$ cat config.mk
export PLATFORM = sky130hd
export DESIGN_NAME = spi_xfer_ctrl
export DESIGN_NICKNAME = d
export VERILOG_FILES = /design/src/rtl/spi_ctrl_pkg.sv /design/src/rtl/sync_fifo.sv /design/src/rtl/spi_xfer_ctrl.sv
export SDC_FILE = /design/constraint.sdc
export NUM_CORES = 1
export LEC_CHECK = 0
export ABC_AREA = 1
export BUFFER_PORTS_ARGS = -buffer_cell sky130_fd_sc_hd__buf_2
export CORE_MARGIN = 5
export CORE_UTILIZATION = 25
export DETAILED_ROUTE_END_ITERATION = 6
export PLACE_DENSITY = 0.43
export SYNTH_ARGS = -nofsm -noshare
export SYNTH_HDL_FRONTEND = slang
export SYNTH_SLANG_ARGS = --single-unit
export TNS_END_PERCENT = 5
$ cat constraint.sdc
create_clock -name clk -period 6.57 [get_ports clk]
set_clock_uncertainty 0.2 [all_clocks]
set_input_delay 0 -clock clk [delete_from_list [all_inputs] [get_ports clk]]
set_output_delay 0 -clock clk [all_outputs]
set_load 0.05 [all_outputs]
$ cat src/rtl/spi_ctrl_pkg.sv
// rtl/spi_ctrl_pkg.sv - shared types and defaults for the SPI transaction sequencer
package spi_ctrl_pkg;

  localparam int FIFO_DEPTH_DEF = 4;
  localparam int LEN_W_DEF      = 8;

  typedef enum logic [2:0] {
    IDLE      = 3'd0,
    CS_SETUP  = 3'd1,
    LOAD      = 3'd2,
    ISSUE     = 3'd3,
    WAIT_ACK  = 3'd4,
    WAIT_DONE = 3'd5,
    CAPTURE   = 3'd6,
    CS_HOLD   = 3'd7
  } state_t;

endpackage

$ cat src/rtl/sync_fifo.sv
// rtl/sync_fifo.sv - single-clock FIFO with registered full/empty flags
module sync_fifo
  import spi_ctrl_pkg::*;
#(
  parameter int WIDTH = 8,
  parameter int DEPTH = FIFO_DEPTH_DEF
) (
  input  logic                     clk,
  input  logic                     rst_n,
  input  logic                     push,
  input  logic [WIDTH-1:0]         push_data,
  input  logic                     pop,
  output logic [WIDTH-1:0]         pop_data,
  output logic                     full,
  output logic                     empty,
  output logic [$clog2(DEPTH):0]   count
);

  localparam int PW = $clog2(DEPTH);

  logic [WIDTH-1:0] mem_q [DEPTH];
  logic [PW-1:0]    wr_ptr_q, wr_ptr_d;
  logic [PW-1:0]    rd_ptr_q, rd_ptr_d;
  logic [PW:0]      count_q, count_d;
  logic             full_q, full_d;
  logic             empty_q, empty_d;
  logic             do_push, do_pop;

  // Gate requests with the current flags, then advance pointers and occupancy.
  always_comb begin
    do_push  = push && !full_q;
    do_pop   = pop && !empty_q;
    wr_ptr_d = wr_ptr_q + PW'(do_push);
    rd_ptr_d = rd_ptr_q + PW'(do_pop);
    count_d  = count_q + (PW+1)'(do_push) - (PW+1)'(do_pop);
    full_d   = (count_d == (PW+1)'(DEPTH));
    empty_d  = (count_d == '0);
  end

  // Pointer, occupancy and flag registers; contents are abandoned on reset.
  always_ff @(posedge clk or negedge rst_n) begin
    if (!rst_n) begin
      wr_ptr_q <= '0;
      rd_ptr_q <= '0;
      count_q  <= '0;
      full_q   <= 1'b0;
      empty_q  <= 1'b1;
    end else begin
      wr_ptr_q <= wr_ptr_d;
      rd_ptr_q <= rd_ptr_d;
      count_q  <= count_d;
      full_q   <= full_d;
      empty_q  <= empty_d;
    end
  end

  // Storage array written at the tail.
  always_ff @(posedge clk) begin
    if (do_push) begin
      mem_q[wr_ptr_q] <= push_data;
    end
  end

  assign pop_data = mem_q[rd_ptr_q];
  assign full     = full_q;
  assign empty    = empty_q;
  assign count    = count_q;

endmodule

$ cat src/rtl/spi_xfer_ctrl.sv
// rtl/spi_xfer_ctrl.sv - multi-byte SPI transaction sequencer owning chip select
module spi_xfer_ctrl
  import spi_ctrl_pkg::*;
#(
  parameter int FIFO_DEPTH = FIFO_DEPTH_DEF,
  parameter int LEN_W      = LEN_W_DEF
) (
  input  logic             clk,
  input  logic             rst_n,
  input  logic             start,
  input  logic [LEN_W-1:0] len,
  input  logic             tx_valid,
  output logic             tx_ready,
  input  logic [7:0]       tx_data,
  output logic             rx_valid,
  input  logic             rx_ready,
  output logic [7:0]       rx_data,
  output logic             busy,
  output logic             cs_n,
  output logic             byte_wr,
  output logic [7:0]       byte_tx,
  input  logic             byte_done,
  input  logic [7:0]       byte_rx
);

  localparam int CW = $clog2(FIFO_DEPTH) + 1;

  state_t           state_q, state_d;
  logic [LEN_W-1:0] remaining_q, remaining_d;
  logic             cs_n_q, cs_n_d;
  logic             byte_wr_q, byte_wr_d;
  logic [7:0]       byte_tx_q, byte_tx_d;
  logic             busy_q, busy_d;

  logic             tx_full, tx_empty, rx_full, rx_empty;
  logic [7:0]       tx_head;
  logic [CW-1:0]    tx_count, rx_count;
  logic             tx_pop, rx_push;
  logic             unused_cnt;

  assign unused_cnt = ^{tx_count, rx_count};

  sync_fifo #(.WIDTH(8), .DEPTH(FIFO_DEPTH)) u_tx_fifo (
    .clk       (clk),
    .rst_n     (rst_n),
    .push      (tx_valid),
    .push_data (tx_data),
    .pop       (tx_pop),
    .pop_data  (tx_head),
    .full      (tx_full),
    .empty     (tx_empty),
    .count     (tx_count)
  );

  sync_fifo #(.WIDTH(8), .DEPTH(FIFO_DEPTH)) u_rx_fifo (
    .clk       (clk),
    .rst_n     (rst_n),
    .push      (rx_push),
    .push_data (byte_rx),
    .pop       (rx_ready),
    .pop_data  (rx_data),
    .full      (rx_full),
    .empty     (rx_empty),
    .count     (rx_count)
  );

  assign tx_pop  = (state_q == ISSUE);
  assign rx_push = (state_q == CAPTURE);

  // Next-state, byte counter and output decode; CS follows the next state so it is registered.
  always_comb begin
    state_d     = state_q;
    remaining_d = remaining_q;
    byte_tx_d   = byte_tx_q;
    unique case (state_q)
      IDLE: begin
        if (start && (len != '0)) begin
          state_d     = CS_SETUP;
          remaining_d = len;
        end
      end
      CS_SETUP:  state_d = LOAD;
      LOAD: begin
        // Reserve an RX slot before issuing so the capture can never overflow.
        if (!tx_empty && !rx_full) state_d = ISSUE;
      end
      ISSUE: begin
        byte_tx_d = tx_head;
        state_d   = WAIT_ACK;
      end
      WAIT_ACK:  if (!byte_done) state_d = WAIT_DONE;
      WAIT_DONE: if (byte_done) state_d = CAPTURE;
      CAPTURE: begin
        remaining_d = remaining_q - LEN_W'(1);
        state_d     = (remaining_q == LEN_W'(1)) ? CS_HOLD : LOAD;
      end
      CS_HOLD:   state_d = IDLE;
      default:   state_d = IDLE;
    endcase
    byte_wr_d = (state_q == ISSUE);
    cs_n_d    = (state_d == IDLE) || (state_d == CS_SETUP);
    busy_d    = (state_d != IDLE);
  end

  // FSM and registered outputs; reset drops CS immediately.
  always_ff @(posedge clk or negedge rst_n) begin
    if (!rst_n) begin
      state_q     <= IDLE;
      remaining_q <= '0;
      cs_n_q      <= 1'b1;
      byte_wr_q   <= 1'b0;
      byte_tx_q   <= 8'h00;
      busy_q      <= 1'b0;
    end else begin
      state_q     <= state_d;
      remaining_q <= remaining_d;
      cs_n_q      <= cs_n_d;
      byte_wr_q   <= byte_wr_d;
      byte_tx_q   <= byte_tx_d;
      busy_q      <= busy_d;
    end
  end

  assign tx_ready = !tx_full;
  assign rx_valid = !rx_empty;
  assign busy     = busy_q;
  assign cs_n     = cs_n_q;
  assign byte_wr  = byte_wr_q;
  assign byte_tx  = byte_tx_q;

endmodule

**After elaboration in Yosys (flattened, before gate mapping)**

Memories as Yosys holds them, arrays and structs flattened. A register that Yosys moved wholly into a read port is not among the register bits.
Cells that the tools add are included.

- Flip-flop bits (word level): 32
- Bits in writable memories: 64
- Bits of input ports: 30
- Memories: 2

Memory list:

| memory | words | bits a word | read ports | clocked after Yosys merged registers in | wr ports | line | RTL |
|---|---|---|---|---|---|---|---|
| u_rx_fifo.mem_q | 4 | 8 | 1 | 0 | 1 | sync_fifo.sv:21 | `logic [WIDTH-1:0] mem_q [DEPTH];` |
| u_tx_fifo.mem_q | 4 | 8 | 1 | 1 | 1 | sync_fifo.sv:21 |  |

- Add/subtract/negate cells: 9
- Equal/unequal tests: 12
- Mux-type cells: 12
- Reductions and logical operators: 20

Operator list:

| cell | number |
|---|---|
| $pmux W3 S8 | 1 |
| $eq A3 B3 Y1 const B | 6 |
| $pmux W8 S2 | 1 |
| $mux W3 | 5 |
| $logic_not A3 Y1 | 4 |
| $add A2 B1 Y2 | 4 |
| $eq A8 B1 Y1 const B | 1 |
| $mux W8 | 1 |
| $reduce_bool A8 Y1 | 1 |
| $sub A8 B1 Y8 const B | 1 |
| $add A3 B1 Y3 | 2 |
| $eq A3 B1 Y1 const B | 2 |
| $eq A3 B2 Y1 const B | 2 |
| $logic_and A1 B1 Y1 | 6 |
| $sub A3 B1 Y3 | 2 |
| $logic_not A1 Y1 | 5 |
| $mux W1 | 4 |
| $reduce_bool A3 Y1 | 1 |
| $ne A2 B2 Y1 const B | 1 |
| $reduce_and A2 Y1 | 1 |
| $reduce_bool A2 Y1 | 1 |
| $logic_or A1 B1 Y1 | 1 |

**Logic depth before layout (Yosys ltp)**

- Word-level depth: 6
- Gate-level depth with buffers: 11
- Gate-level depth less buffers: 11

**Cells and area by module**

A second synthesis with hierarchy kept.

- Cell total of the unflattened synthesis: 444
- Area, all modules: 4,616.9 sq um

Modules (own cells, without submodules):

| module | instances | cells each | area each (sq um) | seq. area each (sq um) |
|---|---|---|---|---|
| sync_fifo | 2 | 135 | 1,699.1 | 1,187.4 |
| spi_xfer_ctrl | 1 | 174 | 1,218.7 | 551.8 |

**Worst setup path after synthesis**

OpenSTA, ideal clock, no wires.

- Kind: register to register
- Start point: register state_q[2]
- End point: register u_tx_fifo.empty_q, in the netlist u_tx_fifo.empty
- Library setup time: 0.068 ns
- Data arrival time: 1.946 ns
- Slack: 4.356 ns
- Cell stages (with the launch flop): 9
- Cell sequence: dfrtp_1 -> nor2_1 -> nand2_1 -> or2_1 -> nand2_1 -> ha_1 -> fa_1 -> or2_2 -> nor2_1

- Cells in the longest elaborated chain, start to end: 4

Ends and longest elaborated chain:

| what | line | RTL |
|---|---|---|
| from (decl) | spi_xfer_ctrl.sv:28 | `state_t state_q, state_d;` |
| from (signal assigned) | spi_xfer_ctrl.sv:115 | `state_q <= state_d;` |
| $eq A3 B2 Y1 | spi_xfer_ctrl.sv:67 | `assign tx_pop = (state_q == ISSUE);` |
| $logic_and A1 B1 Y1 | sync_fifo.sv:32 | `do_pop = pop && !empty_q;` |
| $sub A3 B1 Y3 | sync_fifo.sv:35 | `count_d = count_q + (PW+1)'(do_push) - (PW+1)'(do_pop);` |
| named net u_tx_fifo.count_d[1] | sync_fifo.sv:24 | `logic [PW:0] count_q, count_d;` |
| $logic_not A3 Y1 | sync_fifo.sv:37 | `empty_d = (count_d == '0);` |
| named net u_tx_fifo.empty_d | sync_fifo.sv:26 | `logic empty_q, empty_d;` |
| to (signal assigned) | sync_fifo.sv:53 | `empty_q <= empty_d;` |
| to (decl) | sync_fifo.sv:26 |  |

The timed path passes the listed nets, and every way through them passes these cells.
A chain may end at the register's enable or synchronous reset.

**Worst setup path in the final report**

- Start point: register state_q[1]
- End point: memory u_rx_fifo.mem_q[3][7] (enable)

- Cells in the longest elaborated chain, start to end: 4

Ends and longest elaborated chain:

| what | line | RTL |
|---|---|---|
| $eq A3 B3 Y1 | spi_xfer_ctrl.sv:68 | `assign rx_push = (state_q == CAPTURE);` |
| $logic_and A1 B1 Y1 | sync_fifo.sv:31 | `do_push = push && !full_q;` |
| $mux W1 | sync_fifo.sv:59 | `if (do_push) begin` |
| $mux W1 (not written as such) | sync_fifo.sv:60 | `mem_q[wr_ptr_q] <= push_data;` |
| to (decl) | sync_fifo.sv:21 |  |

No other way between the ends.

==> results.yml <==
synthesis:
  synth_async_sr_flop_share_pct: 38.5
  post-synth-top-area-fraction_pct: 44.3
  synth_top_cells_by_area: "edfxtp_1 (44%), dfrtp_1 (21%), nor2_1 (6.7%)"
  synth_simple_gate_area_share_pct: 16.2
  synth_seq_area_share_pct: 67.5
  synthMuxAreaShare_pct: 0
  syn_area_um2: 4340
  post_synth_most_frequent_cells: "nor2_1 (78), edfxtp_1 (64), nand2_1 (40)"
  synth.ff_latch_count: 104
  synth-compound-area-share_pct: 6.86
  synth_cell_type_count: 32
  netlist.top_cell.by_area: "edfxtp_1"
  synth_enable_flop_cells: 64
  synth.avg_cell_area_um2: 11.3
  synthesis_warning_total: 0
  syn_inst: 385
  mappedNetlistNets: 425
  synth_xor_area_share_pct: 1.62
  synthesized_area_fraction_occupied_by_adder_cells_pct: 3.23
  synth_most_common_cell: "nor2_1"
  synthFlopType: "edfxtp_1"
  synth_top_family_by_area: "simple AND/OR/NAND/NOR gates"
sta:
  tmin_final_ns: 2.49
  timing.final.hold_violations: 0
  timing.fmax_mhz: 402
  fin_setup_tns_ns: 0
  min_period_over_period_pct: 37.9
  report.final.slew_viol_count: 0
  worst_slew_margin_rel_pct: 25.4
  grt_setup_unrepaired: "no"
  worst_pin_slew_ns: 1.11
  worst_slack_setup_final_ns: 4.08
  setup_violations: 0
run_status:
  status: "completed"
drt:
  avgViaCountPerCell: 4.14
  num_vias: 2922
  wire_per_inst_um: 13.7
  routed_wl_um: 9670
  antenna_left: 0
  post-route-drc-count: 0
  first_pass_iters: 6
  drt-initial-drc-count: 180
grt:
  grt_util_met1_pct: 12.5
  groute.usage.overall_pct: 10.0
  grt_pass1_vias: 3026
  busiest_layer: "met2"
  globalRouteOverflowTotal: 0
  grt_pass1_wl_um: 15600
  antenna_found_initial: 0
  met2_usage_pct: 16.6
  grt.met3_usage_pct: 2.60
  grt_max_degree: 41
critical_path:
  crit_end: "u_rx_fifo.mem_q[3][7]"
  critical_path.startpoint_type: "flip-flop"
  crit_path_max_fanout: 12
  critical_path_required_ns: 6.33
  setup.worst_path.end_class: "flip-flop"
  regToRegStartpoint: "state_q[1]"
  cp_data_arrival_time_ns: 2.25
  worst-setup-path-type: "flip-flop to flip-flop"
  regToRegEndpoint: "u_rx_fifo.mem_q[3][7]"
  reg2regPathDepth: 4
  worst-r2r-setup-slack_ns: 4.08
  setup.worst_path.start: "state_q[1]"
die:
  core_area_um2: 17200
  io_pins: 51
  overall_die_area_um2: 20100
  initial_core_utilization_pct: 25.3
  core.rowCount: 48
  die_height_um: 142
  chipWidth_um: 142
placement:
  place.detailed.hpwl_um: 6650
  buffer_ports.inserted: 50
  globalplace.congestion: 0.732
  placement.setup.worst_slack_ns: 4.03
cts:
  cts-buffers-inserted: 9
  clock_tree_buf_depth: 2
  path_clk_slew_ns: 0.07
  cts_root_buffer: "clkbuf_16"
  cts_setup_buffers: 0
  clock_tree.htree_level_count: 3
  clock_latency_ns: 0.34
  tritoncts: "yes"
  cts_sinks: 104
cells_and_area:
  fin_util_pct: 31.9
  net_count_of_the_finished_layout: 515
  drive_above_1_share_pct: 18.1
  antenna-diode-count: 0
  area_growth_syn_to_layout_pct: 26.2
power:
  power.density_nw_per_um2: 460
  cellLeakagePower_nw: 2.22
  finalPower_mw: 2.52
  ir_worst_vdd_mv: 0.165
run:
  cap_violations: 0
hold_path:
  min-delay-path-class: "input port to flip-flop"
## report_power, final
group / switching (mW) / internal, mW / total, mW
registers: 0.130 / 0.877 / 1.01
logic: 0.706 / 0.314 / 1.02
clock network: 0.235 / 0.256 / 0.491
## sequential cells by signal, summed over array words and instances (netlist names), 2 cells and up
name / cells
u_tx_fifo.wr_ptr_q: 2
u_tx_fifo.count: 3
u_rx_fifo.count: 3
u_rx_fifo.mem_q: 32
u_rx_fifo.wr_ptr_q: 2
u_tx_fifo.mem_q: 32
byte_tx: 8
u_rx_fifo.rd_ptr_q: 2
remaining_q: 8
state_q: 3
u_tx_fifo.rd_ptr_q: 2
## stage by stage
| step | instances | hold slack, ns | instance area (um^2) |
|---|---|---|---|
| finish | 705 | 0.00130 | 5470 |
| global route | 705 | 0.0657 | 5470 |
| CTS | 705 | 0.00375 | 5470 |
| detailed placement | 653 | 0.0200 | 4840 |
| global placement | 653 | 0.0122 | 4840 |
| floorplan | 385 | -0.496 | 4340 |
## cell type report
cell class / instances / area [um^2]
fillers: 1802 / 11700
flip-flops and latches: 104 / 2930
multi-input cells: 233 / 1220
repair buffers: 88 / 626
well taps: 225 / 282
clock buffers: 9 / 225
inverters: 39 / 146
clock inverters: 7 / 46.3
## metal layers
metal  part of all wire [%]  up-vias  wire length, um
met5                      0        -                0
met4                    1.4        0              140
met3                    3.8       10              364
met2                     49       45             4730
met1                     46     1396             4430
li1                       -     1471                -
## placed cells by master (no fill, tap or decap), types with 2 or more instances in the layout
master	synthesis	layout
clkinv_2	0	2
nor2_4	3	3
dfrtp_1	37	37
a21oi_1	2	2
nor3_1	9	7
xor2_1	8	8
buf_2	5	50
o21ai_0	36	36
clkinvlp_4	0	2
nor2_2	2	2
nor3_2	1	3
o22ai_1	8	8
dfstp_2	3	3
nand2_1	40	40
inv_2	3	3
nand3_1	18	18
buf_4	1	2
dlygate4sd3_1	0	36
a31oi_1	8	8
inv_1	36	36
nand2_4	2	2
clkbuf_16	0	9
nor2_1	78	78
or2_2	2	2
fa_1	2	2
edfxtp_1	64	64
ha_1	8	8
## worst min path at each step
stage / startpoint / to / depth (start not counted)
floorplan: rst_n / busy / 0
global placement: rst_n / busy / 1
detailed placement: rst_n / u_rx_fifo.rd_ptr_q[1] / 1
CTS: start / remaining_q[6] / 6
global route: start / remaining_q[6] / 6
finish: start / remaining_q[6] / 6
## kinds of logic after synthesis
group,after synthesis
AND/OR/NAND/NOR,160
AO/OA/AOI/OAI,55
buffers and inverters,48
flip-flops,104
XOR/XNOR,8
adder cells (fa/ha/maj),10
## repair_timing
item                                   in CTS  in global routing
hold buffers                               36                  0
endpoints found under the hold margin     116                  0
resized for setup                           0                  0
## critical path, stage by stage (launching register included)
cell and delay [ns]:
dfrtp_1 0.45, nand3_2 0.31, nor2_4 0.22, inv_2 0.07
nor3_1 0.85
Power figures use the tool's default switching activity.
